$ cat config.mk
export PLATFORM = sky130hd
export DESIGN_NAME = ddr_wr_burst
export DESIGN_NICKNAME = d
export VERILOG_FILES = /design/src/rtl/ddr_wr_burst.sv
export SDC_FILE = /design/constraint.sdc
export NUM_CORES = 1
export LEC_CHECK = 0
export CORE_ASPECT_RATIO = 1.4
export CORE_MARGIN = 2
export CORE_UTILIZATION = 43
export CTS_CLUSTER_DIAMETER = 50
export DETAILED_ROUTE_END_ITERATION = 10
export GPL_ROUTABILITY_DRIVEN = 0
export PLACE_DENSITY = 0.74
export SLEW_MARGIN = 0
export SYNTH_ARGS = -nofsm -noshare
export SYNTH_HDL_FRONTEND = slang
export SYNTH_SLANG_ARGS = --single-unit
$ cat constraint.sdc
create_clock -name clk -period 5.45 [get_ports clk]
set_clock_uncertainty 0.15 [all_clocks]
set_input_delay 1.09 -clock clk [delete_from_list [all_inputs] [get_ports clk]]
set_output_delay 1.09 -clock clk [all_outputs]
set_load 0.01 [all_outputs]
$ cat src/rtl/ddr_wr_burst.sv
// ddr_wr_burst -- drains a sync FIFO into fixed-length DDR write bursts.
//
// The block shadows the FIFO occupancy from its write/read strobes. Once a
// full burst is available it issues one command (address + length) and then
// streams exactly BURST_LEN words onto the write-data channel, the last one
// flagged with wlast. Burst addresses walk a frame buffer of FRAME_WORDS
// words starting at BASE_ADDR and wrap at its end; frame_start rewinds the
// address to BASE_ADDR.
//
// Ports
//   clk, rst_n           clock, asynchronous active-low reset
//   fifo_wr_en/full      monitored upstream FIFO write strobe and full flag
//   fifo_rd_en           FIFO read strobe (data arrives one cycle later)
//   fifo_rd_data         FIFO read data
//   frame_start          1-cycle pulse: restart the frame-buffer address
//   cmd_valid/ready      burst command handshake
//   cmd_addr/len         burst word address, burst length minus one
//   wvalid/ready         write-data handshake
//   wdata/wlast          write data, last word of the burst
//   busy                 high whenever a burst is being commanded or written
module ddr_wr_burst #(
  parameter int DATA_WIDTH  = 32,
  parameter int BURST_LEN   = 8,
  parameter int ADDR_WIDTH  = 28,
  parameter int BASE_ADDR   = 0,
  parameter int FRAME_WORDS = 1024
) (
  input  logic                  clk,
  input  logic                  rst_n,
  input  logic                  fifo_wr_en,
  input  logic                  fifo_full,
  output logic                  fifo_rd_en,
  input  logic [DATA_WIDTH-1:0] fifo_rd_data,
  input  logic                  frame_start,
  output logic                  cmd_valid,
  input  logic                  cmd_ready,
  output logic [ADDR_WIDTH-1:0] cmd_addr,
  output logic [7:0]            cmd_len,
  output logic                  wvalid,
  input  logic                  wready,
  output logic [DATA_WIDTH-1:0] wdata,
  output logic                  wlast,
  output logic                  busy
);

  localparam int CNT_W = $clog2(BURST_LEN + 1);

  localparam logic [4:0]            LVL_BURST = 5'(BURST_LEN);
  localparam logic [CNT_W-1:0]      CNT_BURST = CNT_W'(BURST_LEN);
  localparam logic [CNT_W-1:0]      CNT_LAST  = CNT_W'(BURST_LEN - 1);
  localparam logic [ADDR_WIDTH-1:0] ADDR_BASE = ADDR_WIDTH'(BASE_ADDR);
  localparam logic [ADDR_WIDTH-1:0] ADDR_END  = ADDR_WIDTH'(BASE_ADDR + FRAME_WORDS);
  localparam logic [ADDR_WIDTH-1:0] ADDR_STEP = ADDR_WIDTH'(BURST_LEN);
  localparam logic [7:0]            LEN_FIELD = 8'(BURST_LEN - 1);

  typedef enum logic [1:0] {
    IDLE = 2'd0,
    CMD  = 2'd1,
    DATA = 2'd2
  } state_e;

  state_e                  state_q;
  logic                    busy_q;
  logic                    cmd_valid_q;
  logic [ADDR_WIDTH-1:0]   cmd_addr_q;
  logic [7:0]              cmd_len_q;
  logic [ADDR_WIDTH-1:0]   addr_q;
  logic [ADDR_WIDTH-1:0]   addr_d;
  logic                    fs_pend_q;

  logic [4:0]              level_q;
  logic [4:0]              level_d;
  logic [CNT_W-1:0]        rd_cnt_q;
  logic [CNT_W-1:0]        beat_cnt_q;

  // Skid buffer: the word returning from the FIFO (inflight_q) is presented
  // directly when the buffer is empty, and parked in the buffer otherwise or
  // when the sink stalls, so the head never changes while stalled.
  logic                    inflight_q;
  logic [DATA_WIDTH-1:0]   buf_q [2];
  logic [1:0]              buf_cnt_q;
  logic [1:0]              buf_cnt_d;
  logic                    buf_wr_ptr_q;
  logic                    buf_rd_ptr_q;

  logic                    w_hs;
  logic                    burst_done;
  logic                    buf_push;
  logic                    buf_pop;
  logic [2:0]              occ_next;
  logic [ADDR_WIDTH-1:0]   addr_inc;

  // ---------------------------------------------------------------------
  // Write-data channel
  // ---------------------------------------------------------------------
  assign wvalid     = (buf_cnt_q != 2'd0) || inflight_q;
  assign wdata      = (buf_cnt_q != 2'd0) ? buf_q[buf_rd_ptr_q] :
                      inflight_q          ? fifo_rd_data        : '0;
  assign wlast      = wvalid && (beat_cnt_q == CNT_LAST);
  assign w_hs       = wvalid && wready;
  assign burst_done = w_hs && wlast;

  assign buf_push = inflight_q && !((buf_cnt_q == 2'd0) && w_hs);
  assign buf_pop  = w_hs && (buf_cnt_q != 2'd0);

  // Words held or arriving next cycle once this cycle's beat leaves; a new
  // read is only allowed when it will still fit in the two entries.
  assign occ_next   = 3'(buf_cnt_q) + 3'(inflight_q) - 3'(w_hs);
  assign fifo_rd_en = (state_q == DATA) && (level_q != 5'd0) &&
                      (rd_cnt_q < CNT_BURST) && (occ_next < 3'd2);

  // ---------------------------------------------------------------------
  // Command channel / status
  // ---------------------------------------------------------------------
  assign cmd_valid = cmd_valid_q;
  assign cmd_addr  = cmd_addr_q;
  assign cmd_len   = cmd_len_q;
  assign busy      = busy_q;

  assign addr_inc = addr_q + ADDR_STEP;
  assign addr_d   = (addr_inc == ADDR_END) ? ADDR_BASE : addr_inc;

  // NOTE: every signal assigned in always_comb gets a default first, so no
  // path leaves it unassigned and no latch is inferred.
  always_comb begin
    level_d = level_q;
    unique case ({fifo_wr_en && !fifo_full, fifo_rd_en})
      2'b10:   level_d = level_q + 5'd1;
      2'b01:   level_d = level_q - 5'd1;
      default: level_d = level_q;
    endcase

    buf_cnt_d = buf_cnt_q + 2'(buf_push) - 2'(buf_pop);
  end

  // ---------------------------------------------------------------------
  // Burst sequencer
  // ---------------------------------------------------------------------
  // NOTE: sequential state uses non-blocking assignments only, so every
  // flop samples the values from before the clock edge.
  always_ff @(posedge clk or negedge rst_n) begin
    if (!rst_n) begin
      state_q     <= IDLE;
      busy_q      <= 1'b0;
      cmd_valid_q <= 1'b0;
      cmd_addr_q  <= '0;
      cmd_len_q   <= '0;
      addr_q      <= ADDR_BASE;
      fs_pend_q   <= 1'b0;
    end else begin
      unique case (state_q)
        IDLE: begin
          if (frame_start) addr_q <= ADDR_BASE;
          if (level_q >= LVL_BURST) begin
            state_q     <= CMD;
            busy_q      <= 1'b1;
            cmd_valid_q <= 1'b1;
            cmd_addr_q  <= frame_start ? ADDR_BASE : addr_q;
            cmd_len_q   <= LEN_FIELD;
          end
        end
        CMD: begin
          if (frame_start) fs_pend_q <= 1'b1;
          if (cmd_ready) begin
            state_q     <= DATA;
            cmd_valid_q <= 1'b0;
            cmd_addr_q  <= '0;
            cmd_len_q   <= '0;
          end
        end
        DATA: begin
          if (burst_done) begin
            state_q   <= IDLE;
            busy_q    <= 1'b0;
            // A frame restart seen during the burst replaces the increment.
            addr_q    <= (fs_pend_q || frame_start) ? ADDR_BASE : addr_d;
            fs_pend_q <= 1'b0;
          end else if (frame_start) begin
            fs_pend_q <= 1'b1;
          end
        end
        default: begin
          state_q     <= IDLE;
          busy_q      <= 1'b0;
          cmd_valid_q <= 1'b0;
        end
      endcase
    end
  end

  // ---------------------------------------------------------------------
  // Occupancy, burst counters and skid-buffer control
  // ---------------------------------------------------------------------
  always_ff @(posedge clk or negedge rst_n) begin
    if (!rst_n) begin
      level_q      <= '0;
      rd_cnt_q     <= '0;
      beat_cnt_q   <= '0;
      inflight_q   <= 1'b0;
      buf_cnt_q    <= '0;
      buf_wr_ptr_q <= 1'b0;
      buf_rd_ptr_q <= 1'b0;
    end else begin
      level_q    <= level_d;
      inflight_q <= fifo_rd_en;
      buf_cnt_q  <= buf_cnt_d;
      if (buf_push) buf_wr_ptr_q <= ~buf_wr_ptr_q;
      if (buf_pop)  buf_rd_ptr_q <= ~buf_rd_ptr_q;

      if (state_q == CMD) begin
        rd_cnt_q   <= '0;
        beat_cnt_q <= '0;
      end else begin
        if (fifo_rd_en) rd_cnt_q   <= rd_cnt_q + 1'b1;
        if (w_hs)       beat_cnt_q <= beat_cnt_q + 1'b1;
      end
    end
  end

  // NOTE: buffer storage is deliberately not reset; it is only observed
  // through wdata, which is forced to zero while the buffer is empty.
  always_ff @(posedge clk) begin
    if (buf_push) buf_q[buf_wr_ptr_q] <= fifo_rd_data;
  end

endmodule

==> results.cfg <==
[cells_and_area]
postLayoutCellArea_um2 = 8904
n_antenna_cell = 0
syn2layout_area_growth_pct = 23.28
drive_gt1_frac = 0.07324
final_nets = 791

[worst_setup_path]
cp-start-kind = input port
critPathKind = input port to primary output
crit_fanout = 7
critPathRequiredTime_ns = 4.21
cp.arrival_ns = 3.54
end_kind = primary output

[synth]
synth_cell_types = 66
synth-edff-count = 64
ys.flop_type = dfrtp_1
synth_top_area_share = 0.2772
ys_ff_latch = 144
yosys_warnings = 0
synth_most_common_cell = dfrtp_1
synth.top_cells.by_count = dfrtp_1, edfxtp_1, o21ai_0, nand3_1, nand2_1
synth_area_um2 = 7222
synthTopCellsByArea = dfrtp_1, edfxtp_1, mux2i_1
async_flop_share = 0.5556
syn_inst = 661
syn_avg_cell_area_um2 = 10.93
synth_seq_area_share = 0.5433
synth_top_area_cell = dfrtp_1

[die]
core_um2 = 16610
pin_count = 112
dieArea_um2 = 17860
die_x_um = 113.5
num_rows = 56
initial_utilization = 0.4349
die_y_um = 157.3

[sta]
hold_violations = 0
slew_headroom = 0.1959
setup_violations = 0
fmax_mhz = 209.2
rsz0062_at_grt = no
worstMarginPinSlew_ns = 1.201
finalMaxSlewViolations = 0
final.period_utilization = 0.8771
finalSetupTns_ns = 0
fin_crit_ns = 4.780

[global_route]
grt_pass1_wl_um = 28070
antenna_found_initial = 0
first_global_vias = 5649
grtUsageTotal = 0.1971
grt.overflow.total = 0
grt_max_degree = 81

[detailed_routing]
vias_per_cell = 5.972
firstDrtPassIters = 5
drc_errors = 0
num_vias = 5697
wirelength_um = 17350
ant_nets = 0
drtIter0Drc = 423
wl_per_cell_um = 18.18

[place]
placed_cell_area_um2 = 8334
dpl.hpwl_um = 11930
port_buffers = 106

[clock_tree]
clk_latency_ns = 0.42
path_clk_slew_ns = 0.06
numCtsBuffers = 17
cts_tree = built
post_cts_resized = 0
cts_setup_buffers = 0
hold_buffers = 0
cts.sinks = 144
root_buffer = clkbuf_16
cts_buffer_depth = 2
h-tree-depth = 4

[power_and_ir_drop]
leakage_nw = 3.461
ir_worst_vdd_mv = 0.2968
p_per_area_nw_per_um2 = 418.7

[outcome]
status = finished, final reports clean

[min_path]
hp-class = flop to flop

[job]
cap_violations = 0
==> final timing paths <==
path / end / cells after the start / slack [ns] / start
max: fifo_rd_en / 9 / 0.67 / wready
min: buf_wr_ptr_q / 1 / 0.35 / buf_wr_ptr_q
max reg2reg: level_q[4] / 18 / 1.36 / inflight_q
min reg2reg: buf_wr_ptr_q / 1 / 0.35 / buf_wr_ptr_q
max in group asynchronous: buf_rd_ptr_q / 1 / 3.75 / rst_n
min in group asynchronous: cmd_addr[24] / 1 / 0.69 / rst_n
==> layout make-up <==
class                   count  area (um^2)
inverters                  16        60.06
flip-flops and latches    144         3925
well taps                 203        254.0
repair buffers            113         1111
multi-input cells         446         2984
clock buffers              17        425.4
clock inverters            15        143.9
fillers                  1423         7702
==> sequential cells by signal, summed over array words and instances, names as in the netlist <==
signal and count:
buf_rd_ptr_q 1, level_q 5, addr_q 28, rd_cnt_q 4, cmd_len 1, buf_q 64
buf_cnt_q 2, cmd_valid 1, busy 1, buf_wr_ptr_q 1, state_q 2, inflight_q 1
cmd_addr 28, beat_cnt_q 4, fs_pend_q 1
==> critical path: stages <==
cell and delay (ns):
clkdlybuf4s50_1 0.56, xor2_1 0.18, nand2_1 0.09, fa_1 0.40, xnor2_1 0.19, nand3_1 0.10
nor3_1 0.19, buf_4 0.19, clkdlybuf4s50_1 0.54
==> cells by family (layout without fill, tap and decap cells) <==
kind of cell / after synthesis / in the layout / synth area share
flops: 144 / 144 / 0.5433
buf+inv: 75 / 161 / 0.04782
other cells: 1 / 5 / 0.0005193
fa+ha+maj: 14 / 14 / 0.02633
xor+xnor: 21 / 21 / 0.02547
simple gates: 212 / 212 / 0.1609
mux: 37 / 37 / 0.05180
compound gates: 157 / 157 / 0.1438
==> metal layers <==
layer  vias up  share of wire  global-route usage
met5         -              0                   0
met4         0          0.028             0.08130
met3        39          0.050             0.03928
met2       198           0.52              0.3482
met1      2843           0.40              0.2341
li1       2617              -                   -
==> report_power, final <==
part / internal (mW) / switching [mW]
Combinational: 0.555 / 0.660
Sequential: 1.26 / 0.143
Clock: 0.606 / 0.503
==> metrics by stage <==
stage | hold WS [ns] | instances | setup slack, ns | utilization | power [mW]
floorplan | 0.3062 | 665 | 1.215 | - | 2.101
global placement | 0.3282 | 922 | 0.7615 | 0.5019 | 2.576
detailed placement | 0.3407 | 922 | 0.6685 | 0.5019 | 2.641
CTS | 0.3569 | 954 | 0.6527 | 0.5362 | 3.757
global route | 0.3774 | 954 | 0.5030 | 0.5362 | 3.934
finish | 0.3515 | 954 | 0.6699 | 0.5362 | 3.728
==> cells in the final DEF, fill, tap and decap left out, types with 16 or more instances in the layout <==
master,netlist,routed
nand3_1,51,51
inv_1,16,16
a21oi_1,20,20
clkbuf_16,0,17
mux2i_1,34,34
edfxtp_1,64,64
o21ai_0,53,52
clkdlybuf4s50_1,0,105
nor2_1,31,29
a22o_1,28,28
nand2_1,35,35
dfrtp_1,80,79
Power figures use the tool's default switching activity.
